<file path="src/rtl/multdiv_pkg.sv">
// Shared types for the multdiv issue sequencer: FSM encoding, op select and
// the operand-B range check applied at accept.
package multdiv_pkg;

    localparam int REG_W_DEFAULT   = 5;
    localparam int TIMEOUT_DEFAULT = 40;

    typedef enum logic [1:0] {
        IDLE  = 2'd0,
        ISSUE = 2'd1,
        WAIT  = 2'd2,
        WB    = 2'd3
    } state_t;

    typedef enum logic {
        OP_MULT = 1'b0,
        OP_DIV  = 1'b1
    } op_t;

    // multdiv only takes a 16-bit operand B; the upper bits must be pure sign extension
    function automatic logic fits_s16(input logic [31:0] v);
        return (v[31:15] == '0) || (v[31:15] == '1);
    endfunction

endpackage

</file>
<file path="src/rtl/md_timeout_counter.sv">
// Counts cycles while enabled; terminal is high once TIMEOUT_CYCLES-1 is reached.
// Single-cycle update, no backpressure; clear has priority over enable.
module md_timeout_counter #(
    parameter int TIMEOUT_CYCLES = 40
) (
    input  logic clock,
    input  logic reset,
    input  logic clear,
    input  logic enable,
    output logic terminal
);

    localparam int CW = (TIMEOUT_CYCLES > 1) ? $clog2(TIMEOUT_CYCLES) : 1;

    logic [CW-1:0] count;

    always_ff @(posedge clock) begin
        if (reset) begin
            count <= '0;
        end else if (clear) begin
            count <= '0;
        end else if (enable) begin
            count <= count + 1'b1;
        end
    end

    assign terminal = (count == CW'(TIMEOUT_CYCLES - 1));

endmodule

</file>
<file path="src/rtl/multdiv_issue_ctrl.sv">
// Execute-stage sequencer: accept MULT/DIV, launch multdiv, write back result; latency 3 + multdiv.
// Backpressure: stall held through ISSUE/WAIT, md_inputRDY gates the launch, WAIT bounded by timeout.
module multdiv_issue_ctrl
    import multdiv_pkg::*;
#(
    parameter int TIMEOUT_CYCLES = TIMEOUT_DEFAULT,
    parameter int REG_W          = REG_W_DEFAULT
) (
    input  logic             clock,
    input  logic             reset,
    input  logic             ex_valid,
    input  logic             ex_is_mult,
    input  logic             ex_is_div,
    input  logic [31:0]      ex_operandA,
    input  logic [31:0]      ex_operandB,
    input  logic [REG_W-1:0] ex_rd,
    output logic             stall,
    output logic [31:0]      md_operandA,
    output logic [15:0]      md_operandB,
    output logic             md_ctrl_MULT,
    output logic             md_ctrl_DIV,
    input  logic [31:0]      md_result,
    input  logic             md_exception,
    input  logic             md_inputRDY,
    input  logic             md_resultRDY,
    output logic             wb_valid,
    output logic [REG_W-1:0] wb_rd,
    output logic [31:0]      wb_data,
    output logic             wb_exception
);

    state_t           state, state_nxt;
    op_t              op_q;
    logic [REG_W-1:0] rd_q;
    logic [31:0]      res_q;
    logic             exc_q;
    logic             accept, legal, timeout;

    md_timeout_counter #(.TIMEOUT_CYCLES(TIMEOUT_CYCLES)) u_timeout (
        .clock    (clock),
        .reset    (reset),
        .clear    (state == ISSUE),
        .enable   (state == WAIT),
        .terminal (timeout)
    );

    always_ff @(posedge clock) begin
        if (reset) begin
            state <= IDLE;
        end else begin
            state <= state_nxt;
        end
    end

    always_comb begin
        state_nxt = state;
        case (state)
            IDLE, WB: begin
                if (accept) begin
                    state_nxt = legal ? ISSUE : WB;
                end else begin
                    state_nxt = IDLE;
                end
            end
            ISSUE:   if (md_inputRDY) state_nxt = WAIT;
            WAIT:    if (md_resultRDY || timeout) state_nxt = WB;
            default: state_nxt = IDLE;
        endcase
    end

    // WB state doubles as the accept window so back-to-back ops need no bubble
    always_comb begin
        accept       = ex_valid && (ex_is_mult || ex_is_div) && (state == IDLE || state == WB);
        legal        = !(ex_is_mult && ex_is_div) && fits_s16(ex_operandB);
        stall        = accept || (state == ISSUE) || (state == WAIT);
        wb_valid     = (state == WB);
        wb_rd        = wb_valid ? rd_q : '0;
        wb_exception = wb_valid && exc_q;
        wb_data      = (wb_valid && !exc_q) ? res_q : '0;
    end

    // Start pulse is registered, so it lands in the first WAIT cycle
    always_ff @(posedge clock) begin
        if (reset) begin
            md_operandA  <= '0;
            md_operandB  <= '0;
            md_ctrl_MULT <= 1'b0;
            md_ctrl_DIV  <= 1'b0;
            op_q         <= OP_MULT;
            rd_q         <= '0;
            res_q        <= '0;
            exc_q        <= 1'b0;
        end else begin
            md_ctrl_MULT <= (state == ISSUE) && md_inputRDY && (op_q == OP_MULT);
            md_ctrl_DIV  <= (state == ISSUE) && md_inputRDY && (op_q == OP_DIV);
            if (accept) begin
                md_operandA <= ex_operandA;
                md_operandB <= ex_operandB[15:0];
                rd_q        <= ex_rd;
                op_q        <= ex_is_div ? OP_DIV : OP_MULT;
                res_q       <= '0;
                exc_q       <= !legal;
            end else if (state == WAIT) begin
                if (md_resultRDY) begin
                    res_q <= md_result;
                    exc_q <= md_exception;
                end else if (timeout) begin
                    exc_q <= 1'b1;
                end
            end
        end
    end

endmodule

</file>
<file path="config.mk">
export PLATFORM = sky130hd
export DESIGN_NAME = multdiv_issue_ctrl
export DESIGN_NICKNAME = d
export VERILOG_FILES = /design/src/rtl/multdiv_pkg.sv /design/src/rtl/md_timeout_counter.sv /design/src/rtl/multdiv_issue_ctrl.sv
export SDC_FILE = /design/constraint.sdc
export NUM_CORES = 1
export LEC_CHECK = 0
export CORE_MARGIN = 2
export CORE_UTILIZATION = 32
export DETAILED_ROUTE_END_ITERATION = 16
export PLACE_DENSITY = 0.66
export SYNTH_ARGS = -nofsm -noshare
export SYNTH_HDL_FRONTEND = slang
export SYNTH_SLANG_ARGS = --single-unit
</file>
<file path="constraint.sdc">
create_clock -name clock -period 4.3 [get_ports clock]
set_input_delay 0.86 -clock clock [delete_from_list [all_inputs] [get_ports clock]]
set_output_delay 0.86 -clock clock [all_outputs]
set_load 0.01 [all_outputs]
</file>
==> results summary <==
Setup violations remaining at the end of the flow were counted as 0. Max-cap violations in this run came to 0. The synthesis-stage register bit count came out at 97. The number of global-route vias before repair came out at 3,702. The number of antenna violations at the first check in global routing is 1. The number of enable-type register cells in the synthesized netlist is 0.

The most critical setup path has its endpoint at stall. The count of unresolved DRC violations after routing came out at 0. The length in cells of the worst reg-to-reg path is 5. The multi-input logic area came out at 0.00175 sq mm. The least setup slack across all paths after layout is 0.957 ns. TritonCTS built the clock tree. The core box area is 0.0119 sq mm. The minimum setup slack among reg-to-reg paths came out at 2.18 ns.

The commonest cells after synthesis are sky130_fd_sc_hd__nand2_1 (176), sky130_fd_sc_hd__dfxtp_1 (97), sky130_fd_sc_hd__a21oi_1 (86). Measured against its own limit, the worst slew margin works out to 24.7%. The total count of max-transition violations in the final report came out at 0. The most frequently used cell type in the post-synthesis netlist is sky130_fd_sc_hd__nand2_1.

The DRC violation total after the first TritonRoute iteration is 176. The I/O pin total is 199. The master cell of the clock root buffer is sky130_fd_sc_hd__clkbuf_16.

The number of placed instances, taps included is 807. The worst hold slack after final layout came out at 0.447 ns. The worst hold path belongs to the class reg -> reg.

The most critical setup path has its startpoint at ex_is_div. The clock slew at the register clock pins of the worst setup and hold paths is 0.06 ns. The row count came out at 40.

Once layout is complete, the cells apart from fillers number 823. The flow ran to the end, and the final reports show no timing, DRC or antenna violations. The worst voltage drop across the vdd grid came out at 0.238 mV. Setup repair after global routing left no endpoint under its margin.

The number of resized instances in the post-cts repair step is 0. Dividing the detail-routed via count by the number of cells gives 4.64. The minimum clock period is 3.34 ns.

The post-detailed-route wirelength per cell came out at 14.0 um. The total CTS buffers is 9. The async set or reset register ratio after synthesis came out at 0%.

The number of nets at the end of the flow is 784. The layout-stage area growth over the synthesis result is 62.2%. The endpoint identified for the worst register-to-register timing path is res_q[25]. The critical path in this run is classified as in -> out. Once detailed placement completed, the half-perimeter wirelength came to 8420 um. For this run the aggregate overflow at the end of global routing stands at 0. The count of H-tree levels built during CTS came out at 3. For this design the static power due to leakage is 2.24 nW. The post-synthesis sequential area ratio came out at 50.4%. The largest net degree at the start of global routing is 62. Input and output buffers added on the ports amount to 198. The start of the worst register-to-register path is state[0]. The maximum fanout along the worst path came out at 5. The area of all placed cells without fillers is 0.00624 sq mm.

The area taken by flip-flops and latches came out at 0.00194 sq mm. Clock skew on the completed layout was measured at 0.00580 ns. The post-route fraction of the period consumed by the critical path is 77.7%.

The number of nets handed over by synthesis was 603. The weighted congestion reported at the end of routability-driven placement came out at 0.739. In the final layout, the share of cells above drive strength 1 is 4.14%. The effective utilization at floorplan came out at 32.5%.

The die covers 0.0129 sq mm. The floorplan step set the die height to 114 um. The number of clock sinks seen by CTS is 97. The cell area after technology mapping is 0.00385 sq mm. The aggregate global-route resource usage came out at 17.2%. The maximum buffer depth of the clock tree came out at 2. The average cell area after synthesis is 7.86 sq um.

The distinct cell type count of the synthesized netlist is 35. The total of fill cells in the finished design is 1,163. After synthesis, the cell types taking the most area are sky130_fd_sc_hd__dfxtp_1 (50%), sky130_fd_sc_hd__nand2_1 (17%), sky130_fd_sc_hd__a21oi_1 (11%). The count of nets left with antenna violations once routing finished came out at 0.

The worst hold path passes through 2 cells. The first global-routing pass estimated 17,600 um of wire. The maximum clock rate is 0.299 GHz. The pin slew with the least headroom to its limit is 1.13 ns. Before antenna repair, the detailed router went through 5 iterations.

The worst setup path is captured at a primary output. The worst endpoint required time came out at 3.44 ns. The worst setup path is launched from an input port. The cell area power density is 437 mW/mm^2. The instance area after placement is 0.00591 sq mm. OpenSTA, run right after detailed placement, puts the worst setup slack at 0.954 ns. Among all flip-flop cells after synthesis, the most frequent one is sky130_fd_sc_hd__dfxtp_1. Setup total negative slack on the finished layout was measured at 0 ns. The clock latency at the later pin of the worst-skew pair is 0.33 ns. The portion of synthesized cell area occupied by the leading cell type came out at 50.4%. The number of setup buffers added after CTS is 0. The horizontal die dimension came out at 114 um. The number of buffers inserted by hold repair at cts is 0. The antenna diode count is 0. For this run, the number of Yosys warnings is 0. Data arrives at the worst endpoint at 2.48 ns. The cell taking the most area after synthesis is sky130_fd_sc_hd__dfxtp_1. The via count is 3,818.

The hold violation count in the final report was 0. The post-synthesis instance total is 490. The wire length reported by the detailed router came out at 11,500 um.
power breakdown:
group          switching [mW]  total, mW  internal, mW
sequential             0.0618       1.08          1.02
clock                   0.331      0.873         0.542
combinational           0.404      0.772         0.368
total                   0.796       2.73          1.93
placed cells by master (no fill, tap or decap), types with 2 or more instances in the layout:
cell,instances
sky130_fd_sc_hd__a21oi_1,86
sky130_fd_sc_hd__and2_1,39
sky130_fd_sc_hd__bufinv_16,2
sky130_fd_sc_hd__buf_4,6
sky130_fd_sc_hd__xor2_1,3
sky130_fd_sc_hd__nor2b_1,2
sky130_fd_sc_hd__clkinvlp_4,2
sky130_fd_sc_hd__nand4_1,6
sky130_fd_sc_hd__ha_1,4
sky130_fd_sc_hd__o21ai_0,3
sky130_fd_sc_hd__clkdlybuf4s50_1,197
sky130_fd_sc_hd__or3_1,2
sky130_fd_sc_hd__nor2_1,10
sky130_fd_sc_hd__nand2_1,176
sky130_fd_sc_hd__clkbuf_16,9
sky130_fd_sc_hd__clkbuf_8,2
sky130_fd_sc_hd__nor4_1,5
sky130_fd_sc_hd__dfxtp_1,97
sky130_fd_sc_hd__nand3_1,2
sky130_fd_sc_hd__mux2i_1,2
sky130_fd_sc_hd__inv_1,3
sequential cells by signal, summed over array words and instances (netlist names):
signal / cells
md_operandA: 32
res_q: 32
md_operandB: 16
u_timeout.count: 6
rd_q: 5
state: 2
exc_q: 1
md_ctrl_DIV: 1
md_ctrl_MULT: 1
op_q: 1
logic make-up (layout without fill, tap and decap cells):
logic type | count (synthesis) | count (layout) | share of synthesized area, %
XOR/XNOR | 4 | 4 | 0.910
multiplexers | 3 | 3 | 0.910
adder cells (fa/ha/maj) | 4 | 4 | 1.30
AND/OR/NAND/NOR | 246 | 246 | 27.8
AO/OA/AOI/OAI | 99 | 99 | 14.4
buffers and inverters | 37 | 223 | 4.22
flip-flops | 97 | 97 | 50.4
final cells by class:
cell class	count	area share (%)
clock buffer	12	4.11
clock inverter	4	1.20
inverter	3	0.180
multi-input combinational	356	28.1
sequential	97	31.1
tap	147	2.95
timing repair buffer	204	32.4
metal layers:
layer | global-route usage, % | vias to the layer above | part of all wire [%]
met4 | 5.28 | 2 | 1.6
met1 | 19.9 | 1701 | 42
met3 | 7.92 | 14 | 11
met5 | 0 | - | 0.061
li1 | - | 1956 | -
met2 | 28.7 | 145 | 45
worst max-delay path, cell delays in order:
cell	delay [ns]
sky130_fd_sc_hd__clkdlybuf4s50_1	0.52
sky130_fd_sc_hd__o211a_1	0.31
sky130_fd_sc_hd__or3_1	0.31
sky130_fd_sc_hd__clkdlybuf4s50_1	0.48
worst min-delay path by stage:
stage                     slack (ns)      start      endpoint
after CTS                       0.45  res_q[26]     res_q[26]
after floorplan                 0.41       op_q  md_ctrl_MULT
final                           0.45  res_q[25]     res_q[25]
after detailed placement        0.44  res_q[19]     res_q[19]
after global routing            0.47   res_q[1]      res_q[1]
after global placement          0.44   res_q[5]      res_q[5]
through the flow:
step / utilization (%) / power, mW
final: 52.6 / 2.73
after global routing: 52.6 / 2.89
after CTS: 52.6 / 2.77
after detailed placement: 49.9 / 1.89
after global placement: 49.9 / 1.87
after floorplan: - / 1.52
Note: power is estimated with default switching activity, not from simulation.
